## src/rtl/store_narrow_unit_pkg.sv

```systemverilog
// Shared processor definitions: access size encodings, narrow-store FSM states
// and the alignment rule used by the store and load paths.
package store_narrow_unit_pkg;

    localparam int unsigned DATA_W = 32;
    localparam int unsigned BEAT_W = 16;
    localparam int unsigned BE_W   = 2;

    typedef enum logic [1:0] {
        SZ_BYTE = 2'b00,
        SZ_HALF = 2'b01,
        SZ_WORD = 2'b10,
        SZ_RSVD = 2'b11
    } size_e;

    typedef enum logic [1:0] {
        IDLE = 2'b00,
        LO   = 2'b01,
        HI   = 2'b10,
        RESP = 2'b11
    } state_e;

    // Natural alignment; the reserved size is never legal.
    function automatic logic is_aligned(size_e size, logic [1:0] addr_lo);
        case (size)
            SZ_BYTE: return 1'b1;
            SZ_HALF: return !addr_lo[0];
            SZ_WORD: return addr_lo == 2'b00;
            default: return 1'b0;
        endcase
    endfunction

endpackage

```

## src/rtl/store_narrow_unit_if.sv

```systemverilog
// Request and 16-bit memory beat channels of the narrow store unit.
// master = requester/memory side, slave = the store unit.
interface store_narrow_unit_if #(
    parameter int unsigned ADDR_W = 32
);
    import store_narrow_unit_pkg::*;

    logic                req_valid;
    logic                req_ready;
    logic [ADDR_W-1:0]   req_addr;
    logic [DATA_W-1:0]   req_data;
    logic [1:0]          req_size;

    logic                mem_valid;
    logic                mem_ready;
    logic [ADDR_W-1:0]   mem_addr;
    logic [BEAT_W-1:0]   mem_wdata;
    logic [BE_W-1:0]     mem_be;

    modport master (
        output req_valid, req_addr, req_data, req_size, mem_ready,
        input  req_ready, mem_valid, mem_addr, mem_wdata, mem_be
    );

    modport slave (
        input  req_valid, req_addr, req_data, req_size, mem_ready,
        output req_ready, mem_valid, mem_addr, mem_wdata, mem_be
    );

endinterface

```

## src/rtl/store_narrow_unit_lane_pack.sv

```systemverilog
// Places store data on the little-endian 16-bit beat lanes and builds the
// byte enables for a given size, address bit 0 and beat index.
module store_lane_pack
    import store_narrow_unit_pkg::*;
(
    input  size_e              size,
    input  logic               addr0,
    input  logic               beat,
    input  logic [DATA_W-1:0]  data,
    output logic [BEAT_W-1:0]  wdata,
    output logic [BE_W-1:0]    be
);

    always_comb begin
        wdata = '0;
        be    = '0;
        case (size)
            SZ_BYTE: begin
                wdata = {data[7:0], data[7:0]};
                be    = addr0 ? 2'b10 : 2'b01;
            end
            SZ_HALF: begin
                wdata = data[15:0];
                be    = 2'b11;
            end
            SZ_WORD: begin
                wdata = beat ? data[31:16] : data[15:0];
                be    = 2'b11;
            end
            default: begin
                wdata = '0;
                be    = '0;
            end
        endcase
    end

endmodule

```

## src/rtl/store_narrow_unit.sv

```systemverilog
// Splits byte/half/word stores into one or two halfword memory beats;
// misaligned requests are rejected with an err pulse and no beat.
module store_narrow_unit
    import store_narrow_unit_pkg::*;
#(
    parameter int unsigned ADDR_W = 32
) (
    input  logic                clk,
    input  logic                reset,
    store_narrow_unit_if.slave  bus,
    output logic                done,
    output logic                err
);

    state_e              state_q, state_d;
    logic                req_ready_q, req_ready_d;
    logic                mem_valid_q, mem_valid_d;
    logic                done_q, done_d;
    logic                err_q, err_d;

    logic [ADDR_W-1:0]   addr_q, addr_d;
    logic [DATA_W-1:0]   data_q, data_d;
    size_e               size_q, size_d;
    logic [ADDR_W-1:0]   mem_addr_q, mem_addr_d;
    logic [BEAT_W-1:0]   mem_wdata_q, mem_wdata_d;
    logic [BE_W-1:0]     mem_be_q, mem_be_d;

    logic                idle;
    logic                accept;
    size_e               req_size_e;
    size_e               lp_size;
    logic                lp_addr0;
    logic [DATA_W-1:0]   lp_data;
    logic [BEAT_W-1:0]   lp_wdata;
    logic [BE_W-1:0]     lp_be;

    assign idle       = (state_q == IDLE);
    assign accept     = bus.req_valid && req_ready_q;
    assign req_size_e = size_e'(bus.req_size);

    // In IDLE the packer sees the incoming request (LO beat); afterwards the
    // captured request with beat=1, which only matters for the word HI beat.
    assign lp_size  = idle ? req_size_e    : size_q;
    assign lp_addr0 = idle ? bus.req_addr[0] : addr_q[0];
    assign lp_data  = idle ? bus.req_data  : data_q;

    store_lane_pack u_lane_pack (
        .size  (lp_size),
        .addr0 (lp_addr0),
        .beat  (!idle),
        .data  (lp_data),
        .wdata (lp_wdata),
        .be    (lp_be)
    );

    always_comb begin
        state_d     = state_q;
        req_ready_d = req_ready_q;
        mem_valid_d = mem_valid_q;
        done_d      = 1'b0;
        err_d       = 1'b0;
        addr_d      = addr_q;
        data_d      = data_q;
        size_d      = size_q;
        mem_addr_d  = mem_addr_q;
        mem_wdata_d = mem_wdata_q;
        mem_be_d    = mem_be_q;

        case (state_q)
            IDLE: begin
                if (accept) begin
                    addr_d      = bus.req_addr;
                    data_d      = bus.req_data;
                    size_d      = req_size_e;
                    req_ready_d = 1'b0;
                    if (is_aligned(req_size_e, bus.req_addr[1:0])) begin
                        state_d     = LO;
                        mem_valid_d = 1'b1;
                        mem_addr_d  = {bus.req_addr[ADDR_W-1:1], 1'b0};
                        mem_wdata_d = lp_wdata;
                        mem_be_d    = lp_be;
                    end else begin
                        state_d = RESP;
                        err_d   = 1'b1;
                    end
                end
            end
            LO: begin
                if (bus.mem_ready) begin
                    if (size_q == SZ_WORD) begin
                        // Second beat address wraps modulo 2^ADDR_W.
                        state_d     = HI;
                        mem_addr_d  = {addr_q[ADDR_W-1:1], 1'b0} + ADDR_W'(2);
                        mem_wdata_d = lp_wdata;
                        mem_be_d    = lp_be;
                    end else begin
                        state_d     = RESP;
                        mem_valid_d = 1'b0;
                        done_d      = 1'b1;
                    end
                end
            end
            HI: begin
                if (bus.mem_ready) begin
                    state_d     = RESP;
                    mem_valid_d = 1'b0;
                    done_d      = 1'b1;
                end
            end
            RESP: begin
                state_d     = IDLE;
                req_ready_d = 1'b1;
            end
        endcase
    end

    always_ff @(posedge clk) begin
        if (reset) begin
            state_q     <= IDLE;
            req_ready_q <= 1'b1;
            mem_valid_q <= 1'b0;
            done_q      <= 1'b0;
            err_q       <= 1'b0;
        end else begin
            state_q     <= state_d;
            req_ready_q <= req_ready_d;
            mem_valid_q <= mem_valid_d;
            done_q      <= done_d;
            err_q       <= err_d;
        end
    end

    // Datapath registers are only meaningful while mem_valid or in flight.
    always_ff @(posedge clk) begin
        addr_q      <= addr_d;
        data_q      <= data_d;
        size_q      <= size_d;
        mem_addr_q  <= mem_addr_d;
        mem_wdata_q <= mem_wdata_d;
        mem_be_q    <= mem_be_d;
    end

    assign bus.req_ready = req_ready_q;
    assign bus.mem_valid = mem_valid_q;
    assign bus.mem_addr  = mem_addr_q;
    assign bus.mem_wdata = mem_wdata_q;
    assign bus.mem_be    = mem_be_q;
    assign done          = done_q;
    assign err           = err_q;

endmodule

```

## src/flat_wrapper.sv

```systemverilog
// flat-port wrapper written by rule: the top's interface ports become plain ports
module store_narrow_unit_flat import store_narrow_unit_pkg::*;
#(
    parameter int unsigned ADDR_W = 32
)
  (clk, reset, done, err, bus_req_valid, bus_req_addr, bus_req_data, bus_req_size, bus_mem_ready, bus_req_ready, bus_mem_valid, bus_mem_addr, bus_mem_wdata, bus_mem_be);
  store_narrow_unit_if #(.ADDR_W(ADDR_W)) bus_i ();
  input  logic clk;
  input  logic reset;
  output logic done;
  output logic err;
  input wire logic [$bits(bus_i.req_valid)-1:0] bus_req_valid;
  input wire logic [$bits(bus_i.req_addr)-1:0] bus_req_addr;
  input wire logic [$bits(bus_i.req_data)-1:0] bus_req_data;
  input wire logic [$bits(bus_i.req_size)-1:0] bus_req_size;
  input wire logic [$bits(bus_i.mem_ready)-1:0] bus_mem_ready;
  output wire logic [$bits(bus_i.req_ready)-1:0] bus_req_ready;
  output wire logic [$bits(bus_i.mem_valid)-1:0] bus_mem_valid;
  output wire logic [$bits(bus_i.mem_addr)-1:0] bus_mem_addr;
  output wire logic [$bits(bus_i.mem_wdata)-1:0] bus_mem_wdata;
  output wire logic [$bits(bus_i.mem_be)-1:0] bus_mem_be;
  assign bus_i.req_valid = bus_req_valid;
  assign bus_i.req_addr = bus_req_addr;
  assign bus_i.req_data = bus_req_data;
  assign bus_i.req_size = bus_req_size;
  assign bus_i.mem_ready = bus_mem_ready;
  assign bus_req_ready = bus_i.req_ready;
  assign bus_mem_valid = bus_i.mem_valid;
  assign bus_mem_addr = bus_i.mem_addr;
  assign bus_mem_wdata = bus_i.mem_wdata;
  assign bus_mem_be = bus_i.mem_be;
  store_narrow_unit #(.ADDR_W(ADDR_W)) u_core (.clk(clk), .reset(reset), .bus(bus_i), .done(done), .err(err));
endmodule
```

## config.mk

```make
export PLATFORM = sky130hd
export DESIGN_NAME = store_narrow_unit_flat
export DESIGN_NICKNAME = d
export VERILOG_FILES = /design/src/rtl/store_narrow_unit_pkg.sv /design/src/rtl/store_narrow_unit_if.sv /design/src/rtl/store_narrow_unit_lane_pack.sv /design/src/rtl/store_narrow_unit.sv /design/src/flat_wrapper.sv
export SDC_FILE = /design/constraint.sdc
export NUM_CORES = 1
export LEC_CHECK = 0
export CORE_MARGIN = 2
export CORE_UTILIZATION = 54
export DETAILED_ROUTE_END_ITERATION = 6
export PLACE_DENSITY = 0.85
export SLEW_MARGIN = 25
export SYNTH_ARGS = -nofsm -noshare
export SYNTH_HDL_FRONTEND = slang
export SYNTH_SLANG_ARGS = --single-unit
```

## constraint.sdc

```tcl
create_clock -name clk -period 5 [get_ports clk]
set_input_delay 1 -clock clk [delete_from_list [all_inputs] [get_ports clk]]
set_output_delay 1 -clock clk [all_outputs]
set_load 0.02 [all_outputs]
```

---- Word level (Yosys, flattened, before mapping) ----
Index checks and enable logic that the tools add are counted.
operators by class
  add/subtract/negate cells ............... 1
  eq/ne operators ......................... 14
  mux-type cells .......................... 44
  bitwise gates (word level) .............. 2
  reductions and logical operators ........ 16
operators with widths
  kind                   number
  $mux 32                5
  $mux 16                5
  $pmux 32 s2            1
  $pmux 16 s3            1
  $add 32x2->32 const B  1
  $pmux 16 s2            1
  $mux 2                 10
  $mux 1                 14
  $eq 2x2->1 const B     5
  $ne 2x2->1 const B     5
  $logic_not 2->1        4
  $pmux 2 s2             2
  $pmux 2 s4             1
  $eq 2x1->1 const B     3
  $pmux 1 s3             2
  $reduce_and 6->1       1
  $reduce_and 5->1       1
  $pmux 1 s2             2
  $reduce_and 2->1       2
  $reduce_bool 2->1      2
  $reduce_and 3->1       1
  $reduce_bool 3->1      1
  $reduce_or 3->1        1
  $ne 2x1->1 const B     1
  4 further kinds        5
word-level totals
  register bits after elaboration ......... 122
  input bits .............................. 70
  output and inout bits ................... 54
  logic and storage cells ................. 88

---- Longest topological paths before layout ----
Gate-level depths: netlist of run 1.
  word-level depth ........................ 8
  gate-level depth with buffers ........... 13

---- Hierarchy ----
A second synthesis of run 1 with hierarchy kept.
second synthesis, totals
  cell total of the unflattened synthesis .. 436
  area, all modules ....................... 5848.1 µm²
by module, submodules not included
  module             instances  cells each  area an instance (µm²)  seq. area each (µm²)
  store_narrow_unit  1          373         5331.4                  3573.4
  store_lane_pack    1          63          516.7                   0.0

---- Least setup slack after synthesis of run 1 ----
No wires, ideal clock.
  path kind ............................... register -> register
  start point ............................. reg u_core.state_q[0]
  end point ............................... reg u_core.addr_q[0] (enable)
  library setup time ...................... 0.432 ns
  arrival ................................. 2.720 ns
  data required time ...................... 4.568 ns
  slack ................................... 1.848 ns
  cell stages (with the launch flop) ...... 6
  cell sequence ........................... dfxtp_1 inv_1 ha_1 buf_2 buf_1 and3_1
between the ends
  cells in the longest elaborated chain, start to end .. 2
RTL lines
  item                        line                      text
  start: declaration          store_narrow_unit.sv:15   state_e state_q, state_d;
  start signal: assignment    store_narrow_unit.sv:125  state_q <= state_d;
  $logic_not 2->1             store_narrow_unit.sv:69   case (state_q)
  $reduce_and 2->1 (no line)  -
  end signal: assignment      store_narrow_unit.sv:135  addr_q <= addr_d;
  end: declaration            store_narrow_unit.sv:21   logic [ADDR_W-1:0] addr_q, addr_d;
No other way between the ends.
A chain may end at the register's enable or synchronous reset.

---- Worst setup path after layout of run 1 ----
  start point ............................. reg u_core.state_q[0]
  end point ............................... reg u_core.mem_wdata_q[7], in the netlist u_core.bus.mem_wdata[7] (data pin)
between the ends
  cells in the longest elaborated chain, start to end .. 7
RTL lines
  item                                      line                                              text
  $logic_not 2->1 (*)                       store_narrow_unit.sv:37                           assign idle = (state_q == IDLE);
  $mux 2 / $mux 32 (equally long branches)  store_narrow_unit.sv:43, store_narrow_unit.sv:45
  $eq 2x2->1 (tied with other cells)        store_narrow_unit_lane_pack.sv:17                 case (size)
  $pmux 16 s3 (*)                           store_narrow_unit_lane_pack.sv:17
  net u_core.lp_wdata[7]                    store_narrow_unit.sv:34                           logic [BEAT_W-1:0] lp_wdata;
  $mux 16 (on tied branches)                store_narrow_unit.sv:90, store_narrow_unit.sv:76
  $mux 16 (on tied branches)                store_narrow_unit.sv:89, store_narrow_unit.sv:71
  $pmux 16 s2 (*)                           store_narrow_unit.sv:69
  end signal: assignment                    store_narrow_unit.sv:139                          mem_wdata_q <= mem_wdata_d;
  end: declaration                          store_narrow_unit.sv:25                           logic [BEAT_W-1:0] mem_wdata_q, mem_wdata_d;
Mark *: on every way through the listed nets, which the timed path passes. The rest lies on a longest branch. The select of a mux whose other input is x is not followed.

==> results of run 1 <==
area by class of cell:
cell class	count	area, um2	area share, %
clock inverter	14	131	1.79
multi-input combinational	267	1790	24.3
clock buffer	18	418	5.68
tap	133	166	2.26
inverter	7	26.3	0.357
timing repair buffer	126	1250	17.0
sequential	121	3570	48.6
logic make-up after synthesis:
group                    Yosys count  share of synthesized area [%]
AND/OR/NAND/NOR                  132                           12.8
XOR/XNOR                          12                           1.91
multiplexers                      18                           3.52
AO/OA/AOI/OAI                     95                           12.0
other                              1                         0.0680
adder cells (fa/ha/maj)            9                           2.04
flip-flops                       121                           64.8
buffers and inverters             37                           2.79
power by group through the flow:
stage | clock, mW | sequential (mW) | combinational, mW
6_report | 1.12 | 1.79 | 1.82
5_1_grt | 1.18 | 1.82 | 1.94
4_1_cts | 1.14 | 1.78 | 1.82
3_5_place_dp | 0 | 1.79 | 1.81
3_3_place_gp | 0 | 1.78 | 1.74
2_1_floorplan | 0 | 2.03 | 0.868
cells in the final DEF (no fill, tap or decap), drive strengths merged, types with 9 or more instances in the layout:
| cell type | count |
|---|---|
| ha | 9 |
| xor2 | 9 |
| nand3 | 14 |
| or4 | 12 |
| mux2 | 11 |
| a31oi | 17 |
| a21oi | 20 |
| nand4 | 11 |
| edfxtp | 115 |
| o31ai | 11 |
| a221oi | 9 |
| nor2 | 38 |
| clkdlybuf4s50 | 122 |
| clkbuf | 18 |
| nand2 | 25 |
per-layer routing:
| layer | vias to the layer above | part of all wire (%) | routed length [um] | global-route usage (%) |
|---|---|---|---|---|
| met2 | 241 | 51 | 6670 | 41.4 |
| met4 | 0 | 1.0 | 137 | 7.33 |
| met5 | - | 0 | 0 | 0 |
| li1 | 1905 | - | - | - |
| met3 | 16 | 9.3 | 1210 | 6.67 |
| met1 | 1994 | 39 | 5040 | 28.8 |
sequential cells by signal, summed over array words and instances, names as in the netlist:
register / count
u_core.bus.req_ready: 1
u_core.bus.mem_be: 2
u_core.addr_q: 32
u_core.bus.mem_valid: 1
u_core.err: 1
u_core.data_q: 32
u_core.bus.mem_addr: 31
u_core.size_q: 2
u_core.bus.mem_wdata: 16
u_core.state_q: 2
u_core.done: 1
worst paths after layout:
path	endpoint	cells after the start	slack, ns
setup reg to reg	u_core.bus.mem_wdata[7]	8	1.49
hold / removal	u_core.bus.mem_valid	2	0.58
setup / recovery	u_core.bus.mem_wdata[7]	8	1.49
hold reg to reg	u_core.bus.mem_valid	2	0.58
through the flow:
step / area [um2] / power [mW]
finish: 7360 / 4.73
global route: 7360 / 4.94
CTS: 7360 / 4.74
detailed placement: 6810 / 3.60
global placement: 6810 / 3.52
floorplan: 5510 / 2.89
worst max-delay path, stage by stage, from the launching register on:
cell,delay (ns)
dfxtp_1,0.33
inv_1,0.14
ha_2,0.88
mux2i_1,0.38
inv_1,0.10
ha_1,0.38
or2_2,0.46
a221oi_1,0.41
a211oi_1,0.10
==> flow_summary_export.csv, run 1 <==
group,metric,value,unit
floorplanning,start_util,56.1,%
critical_path,worst-path-max-fanout,53,
layout,layout-drive-gt1-share,9.95,%
timing,setup_viol,0,
clocking,cts_resized,0,
critical_path,path_class,"reg -> reg",
route,viasPerCell,6.06,
layout,stdcell_count,686,
layout,synthToLayoutAreaGrowth,33.5,%
yosys,ys_warn_count,0,
route,drc,0,
timing,max-slew-margin-rel,32.5,%
layout,antennaDiodeCount,0,
yosys,syn_nets,504,
clocking,clockBufferDepth,2,
placed_design,gp_congestion,0.844,
clocking,cts-root-buf,"clkbuf_8",
clocking,clock-sinks,121,
pwr,power_density,643,mW/mm2
pwr,pwr-share-seq,37.7,%
worst_hold_path,hold_start,"u_core.bus.mem_valid",
timing,post-route-worst-setup-slack,1.49,ns
global_route,grt_max_degree,65,
timing,fin_crit,3.51,ns
route,drt_wl_total,13100,um
critical_path,cp-startpoint,"u_core.state_q[0]",
floorplanning,row_count,36,
yosys,synth_most_common_cell,"edfxtp_1",
route,drtPass1Iterations,5,
pwr,internal_power,3.07,mW
yosys,synth-edff-count,115,
pwr,leakagePower,2.49,nW
flow_run,maxCapViolCount,0,
yosys,syn_inst,425,
yosys,yosysTopAreaCell,"edfxtp_1",
yosys,ys_seq_area_share,64.8,%
critical_path,r2r_start,"u_core.state_q[0]",
pwr,switching_share,35.2,%
layout,layout.nets,619,
yosys,synth_ff_type,"edfxtp_1",
route,num_vias,4156,
global_route,track_usage,23.8,%
timing,rsz0062_at_grt,"false",
yosys,synth_cell_types,51,
timing,fin_tns_setup,0,ns
placed_design,port_buffers,122,
layout,utilization,74.9,%
route,drt_iter0_markers,276,
clocking,cts_buffers,17,
clocking,path_clk_slew,0.06,ns
yosys,ys_seq_elements,121,
placed_design,dp.cells,654,
global_route,grt_pass1_wl,20200,um
critical_path,crit_arrival,3.73,ns
floorplanning,dieArea,0.0110,mm2
clocking,cts_tree,"done",
pwr,clockPowerShare,23.8,%
floorplanning,fp.dieW,105,um
critical_path,critPathRequiredTime,5.22,ns
floorplanning,io_pins,124,
critical_path,endpoint_kind,"flip-flop",
global_route,grt_pass1_vias,4020,
yosys,netlist_area,0.00551,mm2
timing,hold_viol_final,0,
worst_hold_path,holdCritPathClass,"reg -> reg",
timing,final.setup_skew,0.00643,ns
clocking,clk_latency,0.52,ns
placed_design,place_ws,1.39,ns
yosys,syn_avg_cell_area,13.0,um2
placed_design,dp_hpwl,8890,um
floorplanning,core_area,0.00982,mm2
layout,nFillCells,624,
clocking,h-tree-depth,4,
timing,slew_viol_final,0,
timing,worst_pin_slew,1.01,ns
timing,fin_crit_sh,70.2,%
outcome,status,"finished clean",
pwr,p_comb_share,38.5,%
clocking,cts_hold_buf,0,
yosys,synthTopCellsByArea,"edfxtp_1 63%, nor2_1 2.6%, mux2_2 2.2%",
timing,fmax,285,MHz
global_route,antenna_found_initial,0,
critical_path,cp-start-kind,"flip-flop",
route,wl_per_cell,19.0,um
route,antenna_left,0,
global_route,overflow,0,
yosys,synth_common_cells,"115 x edfxtp_1, 38 x nor2_1, 25 x nand2_1",
yosys,yosysTopAreaCellShare,62.7,%
yosys,async_reset_ff_share,0,%
floorplanning,fp.dieH,105,um
pwr,ir_drop,0.000417,V
pwr,p_switching,1.67,mW
timing,timing.hold.ws,0.579,ns
clocking,post-cts-setup-buffers,0,
No activity file was read; power rests on OpenSTA's default activity.
==> run 2: changes to the inputs <==
--- a/config.mk
+++ b/config.mk
@@ -6,9 +6,9 @@
 export NUM_CORES = 1
 export LEC_CHECK = 0
 export CORE_MARGIN = 2
-export CORE_UTILIZATION = 54
+export CORE_UTILIZATION = 51
 export DETAILED_ROUTE_END_ITERATION = 6
-export PLACE_DENSITY = 0.85
+export PLACE_DENSITY = 0.81
 export SLEW_MARGIN = 25
 export SYNTH_ARGS = -nofsm -noshare
 export SYNTH_HDL_FRONTEND = slang
==> constraint.sdc (replaced) <==
create_clock -name clk -period 3.25 [get_ports clk]
set_input_delay 0.65 -clock clk [delete_from_list [all_inputs] [get_ports clk]]
set_output_delay 0.65 -clock clk [all_outputs]
set_load 0.02 [all_outputs]
==> flow_summary_export.csv, run 2 (same netlist as run 1, synthesis figures left out) <==
group,metric,value,unit
timing,fin_crit_sh,85.2,%
critical_path,worst-path-buf-inv,2,
route,num_vias,4101,
global_route,antenna_found_initial,0,
layout,design_area,0.00745,mm2
timing,post-route-worst-setup-slack,0.480,ns
critical_path,r2r_end,"u_core.bus.mem_wdata[5]",
timing,fmax,361,MHz
global_route,grt_pass1_wl,20300,um
clocking,cts_buffers,17,
layout,stdcell_count,692,
critical_path,reg2regPathDepth,8,
clocking,post-cts-setup-buffers,0,
timing,fin_tns_setup,0,ns
timing,final.setup_skew,0.00743,ns
critical_path,reg2reg_setup_slack,0.48,ns
clocking,cts_hold_buf,0,
critical_path,crit_arrival,3.00,ns
clocking,clk_latency,0.52,ns
layout,nFillCells,697,
layout,utilization,71.5,%
layout,final_cell_mix,"122 x clkdlybuf4s50_1, 115 x edfxtp_1, 38 x nor2_1",
global_route,grt_pass1_vias,4067,
critical_path,critical_path.max_stage_delay,0.44,ns
critical_path,endpoint_kind,"flip-flop",
pwr,leakagePower,2.53,nW
critical_path,path_depth,8,
global_route,grt_max_degree,51,
layout,multiInputGateArea,0.00179,mm2
placed_design,gp_congestion,0.910,
clocking,cts-root-buf,"clkbuf_8",
outcome,status,"finished clean",
critical_path,path_class,"reg -> reg",
placed_design,placed_area,0.00689,mm2
placed_design,dp_hpwl,8790,um
timing,fin_crit,2.77,ns
timing,slew_viol_final,0,
timing,setup_viol,0,
layout,synthToLayoutAreaGrowth,35.1,%
layout,antennaDiodeCount,0,
critical_path,crit_family,"adder cells",
critical_path,critPathRequiredTime,3.48,ns
floorplanning,fp.dieW,108,um
timing,worst_pin_slew,0.652,ns
timing,rsz0062_at_grt,"false",
worst_hold_path,holdCritPathClass,"reg -> reg",
clocking,h-tree-depth,4,
floorplanning,core_area,0.0104,mm2
floorplanning,fp.dieH,108,um
floorplanning,io_pins,124,
timing,hold_viol_final,0,
layout,layout-drive-gt1-share,9.89,%
floorplanning,start_util,52.9,%
clocking,cts_resized,0,
layout,seqCellArea,0.00357,mm2
placed_design,port_buffers,122,
clocking,clockBufferDepth,2,
clocking,clock-sinks,121,
layout,layout.nets,623,
critical_path,r2r_start,"u_core.state_q[0]",
route,drt_wl_total,12900,um
layout,final_common_cell,"clkdlybuf4s50_1",
clocking,path_clk_slew,0.06,ns
global_route,track_usage,23.1,%
critical_path,worst-path-max-fanout,11,
critical_path,critPathMostFrequentCell,"inv_1",
critical_path,cp_cell_sequence,"inv_1 > ha_2 > mux2i_1 > inv_1 > ha_1 > or2_2 > a221oi_1 > a211oi_1",
critical_path,cp-start-kind,"flip-flop",
timing,max-slew-margin-rel,56.5,%
critical_path,cp-startpoint,"u_core.state_q[0]",
worst_hold_path,hold_start,"u_core.bus.req_ready",
pwr,power_density,1000,mW/mm2
route,wl_per_cell,18.6,um
pwr,ir_drop,0.000511,V
critical_path,worstSetupEndpoint,"u_core.bus.mem_wdata[5]",
placed_design,dp.cells,661,
route,drc,0,
floorplanning,dieArea,0.0117,mm2
global_route,overflow,0,
route,drtPass1Iterations,5,
critical_path,slowest_stage,"or2_2",
clocking,cts_tree,"done",
placed_design,place_ws,0.214,ns
floorplanning,row_count,37,
route,drt_iter0_markers,317,
route,antenna_left,0,
flow_run,maxCapViolCount,0,
route,viasPerCell,5.93,
-- run 2: cell types whose count changed in the layout (fill, tap and decap cells not counted), sizes merged --
cell      delta
buf          +4
clkbuf       +3
clkinv       -2
clkinvlp     -2
bufinv       +1
inv          -1
-- run 2: tightest hold or removal path: stages (launching register included) --
cell	delay (ns)
dfxtp_1	0.36
o22ai_1	0.08
nand2b_1	0.06
-- run 2: worst min path at each step --
| stage | endpoint | slack, ns | cells after the start |
|---|---|---|---|
| floorplan | u_core.state_q[1] | 0.51 | 2 |
| global placement | u_core.bus.req_ready | 0.50 | 2 |
| detailed placement | u_core.bus.req_ready | 0.52 | 2 |
| CTS | u_core.bus.req_ready | 0.54 | 2 |
| global route | u_core.state_q[1] | 0.59 | 2 |
| finish | u_core.bus.req_ready | 0.54 | 2 |
-- run 2: layout make-up --
cell class	instances	area share, %
clock inverter	10	1.71
clock buffer	21	5.76
multi-input combinational	267	24.0
timing repair buffer	130	17.9
tap	136	2.28
sequential	121	48.0
inverter	7	0.353
-- run 2: per-stage QoR --
| step | hold slack, ns | power, mW |
|---|---|---|
| 2_1_floorplan | 0.511 | 4.45 |
| 3_3_place_gp | 0.501 | 5.55 |
| 3_5_place_dp | 0.525 | 5.67 |
| 4_1_cts | 0.538 | 7.47 |
| 5_1_grt | 0.588 | 7.82 |
| 6_report | 0.536 | 7.46 |
-- run 2: layer usage --
metal | routed length (um) | global-route usage [%] | vias up
li1 | - | - | 1917
met1 | 5090 | 28.4 | 1947
met2 | 6400 | 38.3 | 210
met3 | 1080 | 6.21 | 27
met4 | 290 | 10.7 | 0
met5 | 0 | 0 | -
-- run 2: power by group --
| group | switching [mW] | leakage, nW | internal, mW |
|---|---|---|---|
| sequential | 0.240 | 1.13 | 2.49 |
| combinational | 1.69 | 1.13 | 1.25 |
| clock | 0.629 | 0.267 | 1.15 |
==> run 3: changes to the inputs <==
--- a/config.mk
+++ b/config.mk
@@ -8,7 +8,7 @@
 export CORE_MARGIN = 2
 export CORE_UTILIZATION = 51
 export DETAILED_ROUTE_END_ITERATION = 6
-export PLACE_DENSITY = 0.81
+export PLACE_DENSITY = 0.89
 export SLEW_MARGIN = 25
 export SYNTH_ARGS = -nofsm -noshare
 export SYNTH_HDL_FRONTEND = slang
==> flow_summary_export.csv, run 3 (same netlist as run 1, synthesis figures left out) <==
group,metric,value,unit
timing,worst_pin_slew,0.722,ns
global_route,grt_max_degree,68,
route,drt_wl_total,13500,um
pwr,switching_share,35.7,%
floorplanning,core_area,0.0104,mm2
timing,slew_viol_final,0,
layout,final_common_cell,"clkdlybuf4s50_1",
placed_design,place_ws,0.197,ns
layout,layout-drive-gt1-share,10.8,%
placed_design,dp_hpwl,8800,um
critical_path,crit_arrival,2.95,ns
worst_hold_path,holdCritPathClass,"reg -> reg",
layout,stdcell_count,691,
route,antenna_left,0,
critical_path,critPathRequiredTime,3.48,ns
placed_design,gp_congestion,0.890,
clocking,post-cts-setup-buffers,0,
clocking,clockBufferDepth,2,
timing,max-slew-margin-rel,51.9,%
clocking,cts_buffers,17,
timing,fin_tns_setup,0,ns
floorplanning,start_util,52.9,%
layout,design_area,0.00742,mm2
route,route.met2.wl,7140,um
pwr,internal_power,4.77,mW
global_route,grt_pass1_wl,21200,um
layout,synthToLayoutAreaGrowth,34.6,%
placed_design,placed_area,0.00684,mm2
critical_path,slowest_stage,"or2_2",
timing,post-route-worst-setup-slack,0.526,ns
timing,final.setup_skew,0.0123,ns
route,route.met3.wl,1190,um
global_route,overflow,0,
timing,setup_viol,0,
floorplanning,fp.dieW,108,um
clocking,h-tree-depth,4,
critical_path,worst-path-max-fanout,11,
route,drt_iter0_markers,237,
route,drtPass1Iterations,6,
clocking,cts_hold_buf,0,
critical_path,critPathMostFrequentCell,"inv_1",
floorplanning,fp.dieH,108,um
timing,fin_crit,2.72,ns
critical_path,cp-start-kind,"flip-flop",
layout,antennaDiodeCount,0,
critical_path,cp_cell_sequence,"inv_1 > ha_2 > mux2i_1 > inv_1 > ha_1 > or2_2 > a221oi_1 > a211oi_1",
global_route,track_usage,24.1,%
placed_design,dp.cells,659,
route,highest_layer,"met4",
layout,layout.nets,621,
critical_path,worst-path-buf-inv,2,
global_route,antenna_found_initial,0,
clocking,path_clk_slew,0.06,ns
clocking,clock-sinks,121,
layout,nFillCells,694,
outcome,status,"finished clean",
pwr,p_switching,2.66,mW
pwr,p_comb_share,38.4,%
layout,final_cell_mix,"122 x clkdlybuf4s50_1, 115 x edfxtp_1, 38 x nor2_1",
route,num_vias,4209,
route,wl_met1,4920,um
critical_path,critical_path.max_stage_delay,0.43,ns
critical_path,endpoint_kind,"flip-flop",
clocking,cts-root-buf,"clkbuf_8",
pwr,leakagePower,2.53,nW
route,viasPerCell,6.09,
timing,timing.hold.ws,0.532,ns
global_route,grt_pass1_vias,4221,
flow_run,maxCapViolCount,0,
timing,rsz0062_at_grt,"false",
floorplanning,dieArea,0.0117,mm2
clocking,cts_resized,0,
pwr,ir_drop,0.000615,V
critical_path,crit_family,"adder cells",
placed_design,port_buffers,122,
route,wl_per_cell,19.6,um
pwr,clockPowerShare,24.7,%
route,drc,0,
pwr,power_density,1000,mW/mm2
critical_path,path_class,"reg -> reg",
pwr,pwr-share-seq,36.9,%
timing,hold_viol_final,0,
timing,fin_crit_sh,83.8,%
clocking,clk_latency,0.52,ns
floorplanning,row_count,37,
clocking,cts_tree,"done",
floorplanning,io_pins,124,
timing,fmax,367,MHz
run 3: metal layers:
| layer | vias up | track usage, % |
|---|---|---|
| met5 | - | 0 |
| met4 | 0 | 7.97 |
| met3 | 33 | 7.11 |
| met2 | 265 | 43.2 |
| met1 | 2001 | 27.5 |
| li1 | 1910 | - |
run 3: path summary, 6_finish.rpt:
check | start | to | slack [ns] | depth (start not counted)
min reg2reg | u_core.bus.req_ready | u_core.bus.req_ready | 0.53 | 2
min | u_core.bus.req_ready | u_core.bus.req_ready | 0.53 | 2
max reg2reg | u_core.state_q[0] | u_core.bus.mem_wdata[5] | 0.53 | 8
max | u_core.state_q[0] | u_core.bus.mem_wdata[5] | 0.53 | 8
run 3: layout make-up:
cell class	instances	area, um2	share of cell area [%]
multi-input cells	267	1790	24.1
inverters	7	26.3	0.354
clock buffers	17	414	5.58
flip-flops and latches	121	3570	48.2
clock inverters	15	165	2.23
well taps	136	170	2.29
repair buffers	128	1280	17.2
run 3: power by group through the flow:
| stage | clock [mW] | sequential, mW | combinational (mW) |
|---|---|---|---|
| 6_report | 1.84 | 2.74 | 2.85 |
| 5_1_grt | 1.93 | 2.78 | 3.06 |
| 4_1_cts | 1.86 | 2.73 | 2.86 |
| 3_5_place_dp | 0 | 2.75 | 2.82 |
| 3_3_place_gp | 0 | 2.72 | 2.72 |
| 2_1_floorplan | 0 | 3.12 | 1.34 |
run 3: per-stage QoR:
step	utilization [%]	total power, mW
after floorplan	-	4.45
after global placement	65.7	5.44
after detailed placement	65.7	5.56
after CTS	71.2	7.45
after global routing	71.2	7.77
final	71.2	7.43
run 3: worst min-delay path: stages (launching register included):
cell and delay (ns):
dfxtp_1 0.36, o22ai_1 0.08, nand2b_1 0.06
